<file path="src/rtl/cipher_pkg.sv">
// ---------------------------------------------------------------------------
// cipher_pkg
// Shared constants and types for the character cipher core and its feeder.
//   P_MOD          modulus of the cipher; valid keys are 0..P_MOD-1
//   NULL_CHAR      message terminator sent by the host
//   MODE_ENC       mode code presented to the core while a char is valid
//   MODE_IDLE      mode code presented while nothing is offered
//   feeder_state_t sequencing states of the plaintext feeder
// ---------------------------------------------------------------------------
package cipher_pkg;

  localparam int         P_MOD     = 227;
  localparam logic [7:0] NULL_CHAR = 8'h00;
  localparam logic [1:0] MODE_ENC  = 2'b10;
  localparam logic [1:0] MODE_IDLE = 2'b00;

  typedef enum logic [2:0] {
    ST_IDLE  = 3'd0,
    ST_FILL  = 3'd1,
    ST_ISSUE = 3'd2,
    ST_WAIT  = 3'd3,
    ST_DONE  = 3'd4
  } feeder_state_t;

endpackage

</file>
<file path="src/rtl/ptxt_fifo.sv">
// ---------------------------------------------------------------------------
// ptxt_fifo
// Plaintext buffer between the host and the feeder sequencer, DEPTH x 8.
// Show-ahead read: o_data is always the head entry while not empty.
//   clk      in   clock, rising edge
//   rst      in   asynchronous active-high reset (empties the FIFO)
//   i_clear  in   synchronous flush
//   i_push   in   write i_data (ignored when full)
//   i_data   in   8-bit char to store
//   i_pop    in   drop head entry (ignored when empty)
//   o_data   out  head entry
//   o_full   out  DEPTH entries stored
//   o_empty  out  no entries stored
//   o_count  out  number of entries stored (0..DEPTH)
// ---------------------------------------------------------------------------
module ptxt_fifo #(
  parameter int DEPTH = 16
) (
  input  logic                     clk,
  input  logic                     rst,
  input  logic                     i_clear,
  input  logic                     i_push,
  input  logic [7:0]               i_data,
  input  logic                     i_pop,
  output logic [7:0]               o_data,
  output logic                     o_full,
  output logic                     o_empty,
  output logic [$clog2(DEPTH):0]   o_count
);

  localparam int AW = $clog2(DEPTH);

  logic [7:0]  r_mem [DEPTH];
  logic [AW:0] r_wrPtr;
  logic [AW:0] r_rdPtr;
  logic        w_doPush;
  logic        w_doPop;

  // The extra pointer bit separates "full" from "empty" when the low bits match.
  assign o_empty  = (r_wrPtr == r_rdPtr);
  assign o_full   = (r_wrPtr[AW] != r_rdPtr[AW]) &&
                    (r_wrPtr[AW-1:0] == r_rdPtr[AW-1:0]);
  assign o_count  = r_wrPtr - r_rdPtr;
  assign o_data   = r_mem[r_rdPtr[AW-1:0]];
  assign w_doPush = i_push && !o_full;
  assign w_doPop  = i_pop && !o_empty;

  // Pointer update; clear wins over any push/pop in the same cycle.
  always_ff @(posedge clk or posedge rst) begin
    if (rst) begin
      r_wrPtr <= '0;
      r_rdPtr <= '0;
    end else if (i_clear) begin
      r_wrPtr <= '0;
      r_rdPtr <= '0;
    end else begin
      if (w_doPush) r_wrPtr <= r_wrPtr + 1'b1;
      if (w_doPop)  r_rdPtr <= r_rdPtr + 1'b1;
    end
  end

  // Storage has no reset; the pointers alone decide what is valid.
  always_ff @(posedge clk) begin
    if (w_doPush && !i_clear) r_mem[r_wrPtr[AW-1:0]] <= i_data;
  end

endmodule

</file>
<file path="src/rtl/ptxt_feeder.sv">
// ---------------------------------------------------------------------------
// ptxt_feeder
// Upstream stage of the character cipher core. Buffers a NULL-terminated host
// message, then replays it one char at a time to the core with the latched
// key, waiting for a result (or a timeout) before offering the next char.
//   clk, rst      clock (rising edge) / asynchronous active-high reset
//   key_load      latch key_in (only honoured in IDLE)
//   key_in        public key
//   in_valid      host char valid
//   in_ready      feeder accepts a char (FILL and FIFO not full)
//   in_char       host char, 8'h00 terminates the message
//   enc_mode      MODE_ENC while enc_valid, else MODE_IDLE
//   enc_ptxt      char presented to the core (8'h00 otherwise)
//   enc_key       latched key
//   enc_valid     char presented this cycle
//   enc_c_ready   core result ready
//   enc_err       core rejected the char
//   busy          sequencer not idle
//   msg_done      one-cycle pulse when the message is finished
//   char_count    chars issued in the current/last message
//   err_char      one-cycle pulse when the core flags enc_err
//   err_timeout   one-cycle pulse when the core does not answer in TIMEOUT cycles
//   err_key       sticky flag: latched key >= P_MOD
// ---------------------------------------------------------------------------
module ptxt_feeder
  import cipher_pkg::*;
#(
  parameter int DEPTH   = 16,
  parameter int TIMEOUT = 4,
  parameter int P_MOD   = cipher_pkg::P_MOD
) (
  input  logic                         clk,
  input  logic                         rst,
  input  logic                         key_load,
  input  logic [7:0]                   key_in,
  input  logic                         in_valid,
  output logic                         in_ready,
  input  logic [7:0]                   in_char,
  output logic [1:0]                   enc_mode,
  output logic [7:0]                   enc_ptxt,
  output logic [7:0]                   enc_key,
  output logic                         enc_valid,
  input  logic                         enc_c_ready,
  input  logic                         enc_err,
  output logic                         busy,
  output logic                         msg_done,
  output logic [$clog2(DEPTH+1)-1:0]   char_count,
  output logic                         err_char,
  output logic                         err_timeout,
  output logic                         err_key
);

  localparam int                 AW       = $clog2(DEPTH);
  localparam int                 TW       = $clog2(TIMEOUT + 1);
  localparam logic [TW-1:0]      TMO_LAST = TW'(TIMEOUT);
  localparam logic [7:0]         KEY_LIM  = 8'(P_MOD);
  localparam logic [AW:0]        LAST_FREE = (AW+1)'(DEPTH - 1);

  feeder_state_t                 r_state;
  feeder_state_t                 w_nextState;
  logic [7:0]                    r_key;
  logic                          r_errKey;
  logic [$clog2(DEPTH+1)-1:0]    r_charCount;
  logic [TW-1:0]                 r_waitCnt;

  logic                          w_push;
  logic                          w_pop;
  logic                          w_clear;
  logic                          w_resolved;
  logic [7:0]                    w_head;
  logic                          w_full;
  logic                          w_empty;
  logic [AW:0]                   w_count;

  ptxt_fifo #(.DEPTH(DEPTH)) u_fifo (
    .clk     (clk),
    .rst     (rst),
    .i_clear (w_clear),
    .i_push  (w_push),
    .i_data  (in_char),
    .i_pop   (w_pop),
    .o_data  (w_head),
    .o_full  (w_full),
    .o_empty (w_empty),
    .o_count (w_count)
  );

  assign enc_key    = r_key;
  assign err_key    = r_errKey;
  assign char_count = r_charCount;
  assign busy       = (r_state != ST_IDLE);

  // State register.
  always_ff @(posedge clk or posedge rst) begin
    if (rst) r_state <= ST_IDLE;
    else     r_state <= w_nextState;
  end

  // Next state and all per-cycle outputs. The core-facing outputs decode
  // straight from the state so an asynchronous reset drops enc_valid at once.
  always_comb begin
    w_nextState = r_state;
    w_push      = 1'b0;
    w_pop       = 1'b0;
    w_clear     = 1'b0;
    w_resolved  = 1'b0;
    in_ready    = 1'b0;
    enc_valid   = 1'b0;
    enc_ptxt    = NULL_CHAR;
    enc_mode    = MODE_IDLE;
    msg_done    = 1'b0;
    err_char    = 1'b0;
    err_timeout = 1'b0;
    case (r_state)
      ST_IDLE: begin
        if (in_valid) w_nextState = ST_FILL;
      end
      ST_FILL: begin
        in_ready = !w_full;
        if (in_valid && !w_full) begin
          if (in_char == NULL_CHAR) begin
            w_nextState = w_empty ? ST_DONE : ST_ISSUE;
          end else begin
            w_push = 1'b1;
            // The char that fills the last slot ends the message implicitly.
            if (w_count == LAST_FREE) w_nextState = ST_ISSUE;
          end
        end
      end
      ST_ISSUE: begin
        if (r_errKey) begin
          w_clear     = 1'b1;
          w_nextState = ST_DONE;
        end else begin
          w_pop       = 1'b1;
          enc_valid   = 1'b1;
          enc_ptxt    = w_head;
          enc_mode    = MODE_ENC;
          w_nextState = ST_WAIT;
        end
      end
      ST_WAIT: begin
        // Core error outranks a simultaneous ready; timeout only if neither.
        if (enc_err) begin
          err_char   = 1'b1;
          w_resolved = 1'b1;
        end else if (enc_c_ready) begin
          w_resolved = 1'b1;
        end else if (r_waitCnt == TMO_LAST) begin
          err_timeout = 1'b1;
          w_resolved  = 1'b1;
        end
        if (w_resolved) w_nextState = w_empty ? ST_DONE : ST_ISSUE;
      end
      ST_DONE: begin
        msg_done    = 1'b1;
        w_nextState = ST_IDLE;
      end
      default: w_nextState = ST_IDLE;
    endcase
  end

  // Key latch and range check; only IDLE may change the key so it stays
  // stable across a whole message.
  always_ff @(posedge clk or posedge rst) begin
    if (rst) begin
      r_key    <= 8'h00;
      r_errKey <= 1'b0;
    end else if (r_state == ST_IDLE && key_load) begin
      r_key    <= key_in;
      r_errKey <= (key_in >= KEY_LIM);
    end
  end

  // Char counter: cleared when a new message starts filling, bumped per issue.
  always_ff @(posedge clk or posedge rst) begin
    if (rst) begin
      r_charCount <= '0;
    end else if (r_state == ST_IDLE && w_nextState == ST_FILL) begin
      r_charCount <= '0;
    end else if (enc_valid) begin
      r_charCount <= r_charCount + 1'b1;
    end
  end

  // Wait counter: the first WAIT cycle reads 1, so TIMEOUT is hit on the
  // TIMEOUT-th WAIT cycle.
  always_ff @(posedge clk or posedge rst) begin
    if (rst) begin
      r_waitCnt <= '0;
    end else if (r_state == ST_ISSUE) begin
      r_waitCnt <= TW'(1);
    end else if (r_state == ST_WAIT && !w_resolved) begin
      r_waitCnt <= r_waitCnt + 1'b1;
    end
  end

endmodule

</file>
<file path="config.mk">
export PLATFORM = sky130hd
export DESIGN_NAME = ptxt_feeder
export DESIGN_NICKNAME = d
export VERILOG_FILES = /design/src/rtl/cipher_pkg.sv /design/src/rtl/ptxt_fifo.sv /design/src/rtl/ptxt_feeder.sv
export SDC_FILE = /design/constraint.sdc
export NUM_CORES = 1
export LEC_CHECK = 0
export BUFFER_PORTS_ARGS = -buffer_cell sky130_fd_sc_hd__buf_4
export CAP_MARGIN = 30
export CORE_MARGIN = 4
export CORE_UTILIZATION = 35
export DETAILED_ROUTE_END_ITERATION = 16
export PLACE_DENSITY = 0.62
export SLEW_MARGIN = 40
export SYNTH_ARGS = -nofsm -noshare
export SYNTH_HDL_FRONTEND = slang
export SYNTH_SLANG_ARGS = --single-unit
</file>
<file path="constraint.sdc">
create_clock -name clk -period 3.1 [get_ports clk]
set_input_delay 0.31 -clock clk [delete_from_list [all_inputs] [get_ports clk]]
set_output_delay 0.31 -clock clk [all_outputs]
set_load 0.1 [all_outputs]
</file>
[Word level (Yosys, flattened, before mapping)]
Memory sizes are Yosys's and may differ from the RTL's.
Index checks and enable logic that the tools add are counted.
Cells by class
  add/sub/neg operators: 5
  $mul: 0
  div/mod/pow operators: 0
  magnitude comparators: 1
  eq/ne operators: 10
  shifts and indexed selects: 0
  muxes and demuxes: 41
  bitwise logic cells: 0
  reduce and logical (&&, ||, !) cells: 19
Operators with widths (number)
  2-to-1 mux 5 bit: 6
  2-to-1 mux 3 bit: 9
  2-to-1 mux 1 bit: 21
  2-to-1 mux 8 bit: 2
  adder 5 x 1 -> 5 bit, second input constant: 3
  one-hot mux 3 bit (4 select lines): 1
  >= comparator 8 bit, second input constant: 1
  logical AND 1 bit: 8
  logical NOT 8 bit: 1
  nonzero test 2 bit: 4
  == test 3 x 1 -> 1 bit, second input constant: 2
  == test 3 x 2 -> 1 bit, second input constant: 2
  == test 3 bit, second input constant: 2
  == test 5 x 4 -> 1 bit, second input constant: 1
  == test 5 bit: 1
  subtractor 5 bit: 1
  == test 4 bit: 1
  logical NOT 1 bit: 4
  2-to-1 mux 2 bit: 2
  adder 3 x 1 -> 3 bit, second input constant: 1
  logical NOT 3 bit: 1
  nonzero test 3 bit: 1
  inequality test 1 bit: 1
Storage, ports and cells
  bits in registers: 30
  latch bits: 0
  memory bits (writable): 128
  bits in read-only memories: 0
  input port bits: 22
  output and inout bits: 30
  logic and storage cells: 84
  memories kept: 1
Memories
  u_fifo.r_mem: depth 16, bits a word 8, rd ports 1, clocked after memory_dff 0, wr ports 1, RTL line ptxt_fifo.sv:33  | logic [7:0] r_mem [DEPTH];

[Longest topological paths before layout]
  word-level depth: 10
  depth in mapped cells: 9
  gate-level depth less buffers: 8

[Cells and area by module]
A second synthesis with hierarchy kept.
Unflattened totals
  cell total of the unflattened synthesis: 424
  area total of the unflattened synthesis: 6814.0 um^2
Modules (own cells, without submodules)
  ptxt_fifo: instances 1, cells each 314, area an instance 5701.7 um^2, seq. area each 4093.9 um^2
  ptxt_feeder: instances 1, cells each 110, area an instance 1112.3 um^2, seq. area each 500.5 um^2

[Least setup slack after synthesis]
Ideal clock, no wire load.
  path kind: flip-flop to output port
  start point: register r_errKey (netlist: err_key)
  end point: output port enc_ptxt[6]
  data arrival time: 3.540 ns
  data required time: 2.790 ns
  setup slack: -0.750 ns
  stages on the path, launching flop included: 5
  buffers on the path: 1
  cells stage by stage: dfrtp_1 -> nor4b_2 -> buf_2 -> nand2_1 -> o22ai_1
On the way
  longest elaborated chain between the ends: 2
RTL lines
  start, declared: RTL line ptxt_feeder.sv:62  | logic r_errKey;
  start signal, assigned: RTL line ptxt_feeder.sv:171  | r_errKey <= (key_in >= KEY_LIM);
  2-to-1 mux 8 bit: RTL line ptxt_feeder.sv:131  | if (r_errKey) begin
  2-to-1 mux 8 bit: RTL line ptxt_feeder.sv:114  | case (r_state)
  end, declared: RTL line ptxt_feeder.sv:40  | output logic [7:0] enc_ptxt,
No other way between the ends.

[Final worst setup path]
  start point: register r_state[0]
  end point: output port enc_ptxt[3]
On the way
  longest elaborated chain between the ends: 2
RTL lines
  start, declared: RTL line ptxt_feeder.sv:59  | feeder_state_t r_state;
  start signal, assigned: RTL line ptxt_feeder.sv:96  | else r_state <= w_nextState;
  == test 3 x 2 -> 1 bit: RTL line ptxt_feeder.sv:114
  2-to-1 mux 8 bit: RTL line ptxt_feeder.sv:114
No other way between the ends.

==> metrics.yaml <==
dr_total_vias: 3637
cts_tree: "done"
report.final.slew_viol_count: 0
fin_nets: 485
overflow: 0
yosysUniqueCellTypes: 54
drt_iter0_drc: 270
drive_gt1_frac: 0.3218
async_reset_ff_frac: 0.1899
routed_via_density: 5.030
synth_area_um2: 6764
hold_class: "in -> reg"
hold_violations: 0
path_clk_slew_ns: 0.06
yosysTopAreaCell: "edfxtp_1"
fin_crit_ns: 2.806
tightest_slew_ns: 0.5513
slew_headroom: 0.6273
fin_cells: 723
netlist_instances: 390
grt_max_degree: 37
die_y_um: 147.0
clock_path_buffers: 2
yosys_most_used_dff: "edfxtp_1"
route.detailed.drc: 0
critPathCaptureType: "primary output"
cts_buffers: 17
ant_nets: 0
fin_skew_ns: 0.01099
clkLatencyLatePin_ns: 0.42
reg2reg_depth: 5
critPathMaxFanout: 12
start_util: 0.3592
synthTopCellsByArea: "edfxtp_1 57%, dfrtp_1 11%, mux4_2 11%"
grt_pass1_vias: 3870
ys_seq_area_frac: 0.6792
core_area_um2: 18830
final_cell_mix: "128 x edfxtp_1, 57 x buf_4, 32 x mux4_2"
ys_ff_latch: 158
rr_endpoint: "u_fifo.r_mem[5][6]"
irDropWorstVdd_mv: 0.6423
post_drt_wl_per_cell_um: 19.72
place.gp.congestion: 0.7477
area_growth_pct: 20.46
synth_enable_flop_cells: 128
period_share: 0.9053
leakage_uw: 0.002930
cap_violations: 0
worstSetupPathType: "reg -> out"
diodes: 0
ctsHtreeMaxLevel: 4
die-area_um2: 21610
num_rows: 50
num_io_pins: 52
status: "finished, final reports clean"
synth_top_area_frac: 0.5683
grt_usage: 0.1391
dp_hpwl_um: 9507
fillers: 1653
drt_pre_antenna_iters: 4
dp_cells: 690
critPathLaunch: "r_state[0]"
syn_avg_cell_area_um2: 17.34
endpoint: "enc_ptxt[3]"
p_per_area_nw_per_um2: 857.7
wirelength_um: 14260
antenna_found_initial: 0
rr_startpoint: "u_fifo.r_wrPtr[2]"
power.total_uw: 6989
cts-root-buf: "clkbuf_16"
io_buffer_count: 50
cts_sinks: 158
setup_violations: 0
die_x_um: 147.0
max_freq_ghz: 0.3563
syn-num-nets: 425
cp.required_ns: 2.79
grt_pass1_wl_um: 22660
r2r_slack_ns: 0.49
ys_warn_count: 0
rsz0062_at_grt: "false"
crit_arrival_ns: 2.50
critPathLaunchType: "register"
layout_commonest_cell: "edfxtp_1"
==> cell families after synthesis <==
family,count (synthesis),share of synthesized area
AO/OA/AOI/OAI,43,0.04218
XOR/XNOR,9,0.01165
AND/OR/NAND/NOR,75,0.06881
other,1,0.0005544
adder cells (fa/ha/maj),13,0.02516
buffers and inverters,30,0.02090
multiplexers,61,0.1515
flip-flops,158,0.6792
==> cells in the mapped netlist (6+ instances only) <==
cell,n
nand3_1,6
edfxtp_1,128
o22ai_1,8
mux2_2,10
inv_1,11
a21oi_1,6
nor2_1,11
o21ai_0,9
and2_1,14
ha_1,12
buf_2,8
mux4_2,32
dfrtp_1,30
mux2i_1,18
nand2_1,7
==> power by group <==
group	leakage [uW]	internal, uW	switching, uW
Sequential	0.00154	2590	191
Clock	0.000312	1250	955
Combinational	0.00108	638	1370
==> per-layer routing <==
metal | vias up | global-route usage | wire length, um
li1 | 1682 | - | -
met1 | 1838 | 0.1867 | 6295
met2 | 111 | 0.2224 | 7064
met3 | 6 | 0.04349 | 805
met4 | 0 | 0.03495 | 94
met5 | - | 0 | 0
==> timing repair <==
| action | in CTS | in global routing |
|---|---|---|
| gates resized for setup | 0 | 0 |
| buffers inserted | 0 | 0 |
| hold buffers | 0 | 1 |
| hold endpoints to repair | 0 | 19 |
==> registers in the layout (all words and copies together) (netlist names) <==
name and flops:
r_state 3, u_fifo.r_rdPtr 5, u_fifo.r_mem 128, enc_key 8
u_fifo.r_wrPtr 5, err_key 1, char_count 5, r_waitCnt 3
==> worst min-delay path by stage <==
stage | endpoint | slack, ns | from | cells past startpoint
final | enc_key[4] | 0.13 | key_in[4] | 2
after global routing | enc_key[5] | 0.11 | key_in[5] | 2
after CTS | err_key | 0.06 | rst | 2
after detailed placement | enc_key[5] | 0.50 | enc_key[5] | 1
after global placement | enc_key[4] | 0.49 | enc_key[4] | 1
after floorplan | char_count[0] | 0.40 | rst | 1
==> critical path: stages (launching register included) <==
cell	delay [ns]
dfrtp_1	0.50
nor4b_2	0.47
nand2_1	0.42
o22ai_2	0.33
buf_4	0.33
==> final cells by class <==
class,instances,area (um2),area share
Sequential cell,158,4596,0.5640
Multi-Input combinational cell,202,2085,0.2558
Timing Repair Buffer,59,457.9,0.05620
Clock buffer,17,425.4,0.05221
Tap cell,260,325.3,0.03993
Clock inverter,15,214.0,0.02626
Inverter,12,45.04,0.005528
==> stage by stage <==
| stage | hold WS (ns) | instance area, um2 | TNS, ns | worst slack, ns | utilization |
|---|---|---|---|---|---|
| floorplan | 0.4008 | 6820 | -2.038 | -0.2571 | - |
| global placement | 0.4934 | 7498 | 0 | 0.5821 | 0.3982 |
| detailed placement | 0.4975 | 7498 | 0 | 0.4916 | 0.3982 |
| CTS | 0.05616 | 8138 | 0 | 0.2740 | 0.4322 |
| global route | 0.1077 | 8148 | 0 | 0.1373 | 0.4327 |
| finish | 0.1283 | 8148 | 0 | 0.2936 | 0.4327 |
(Power assumes the default switching activity.)
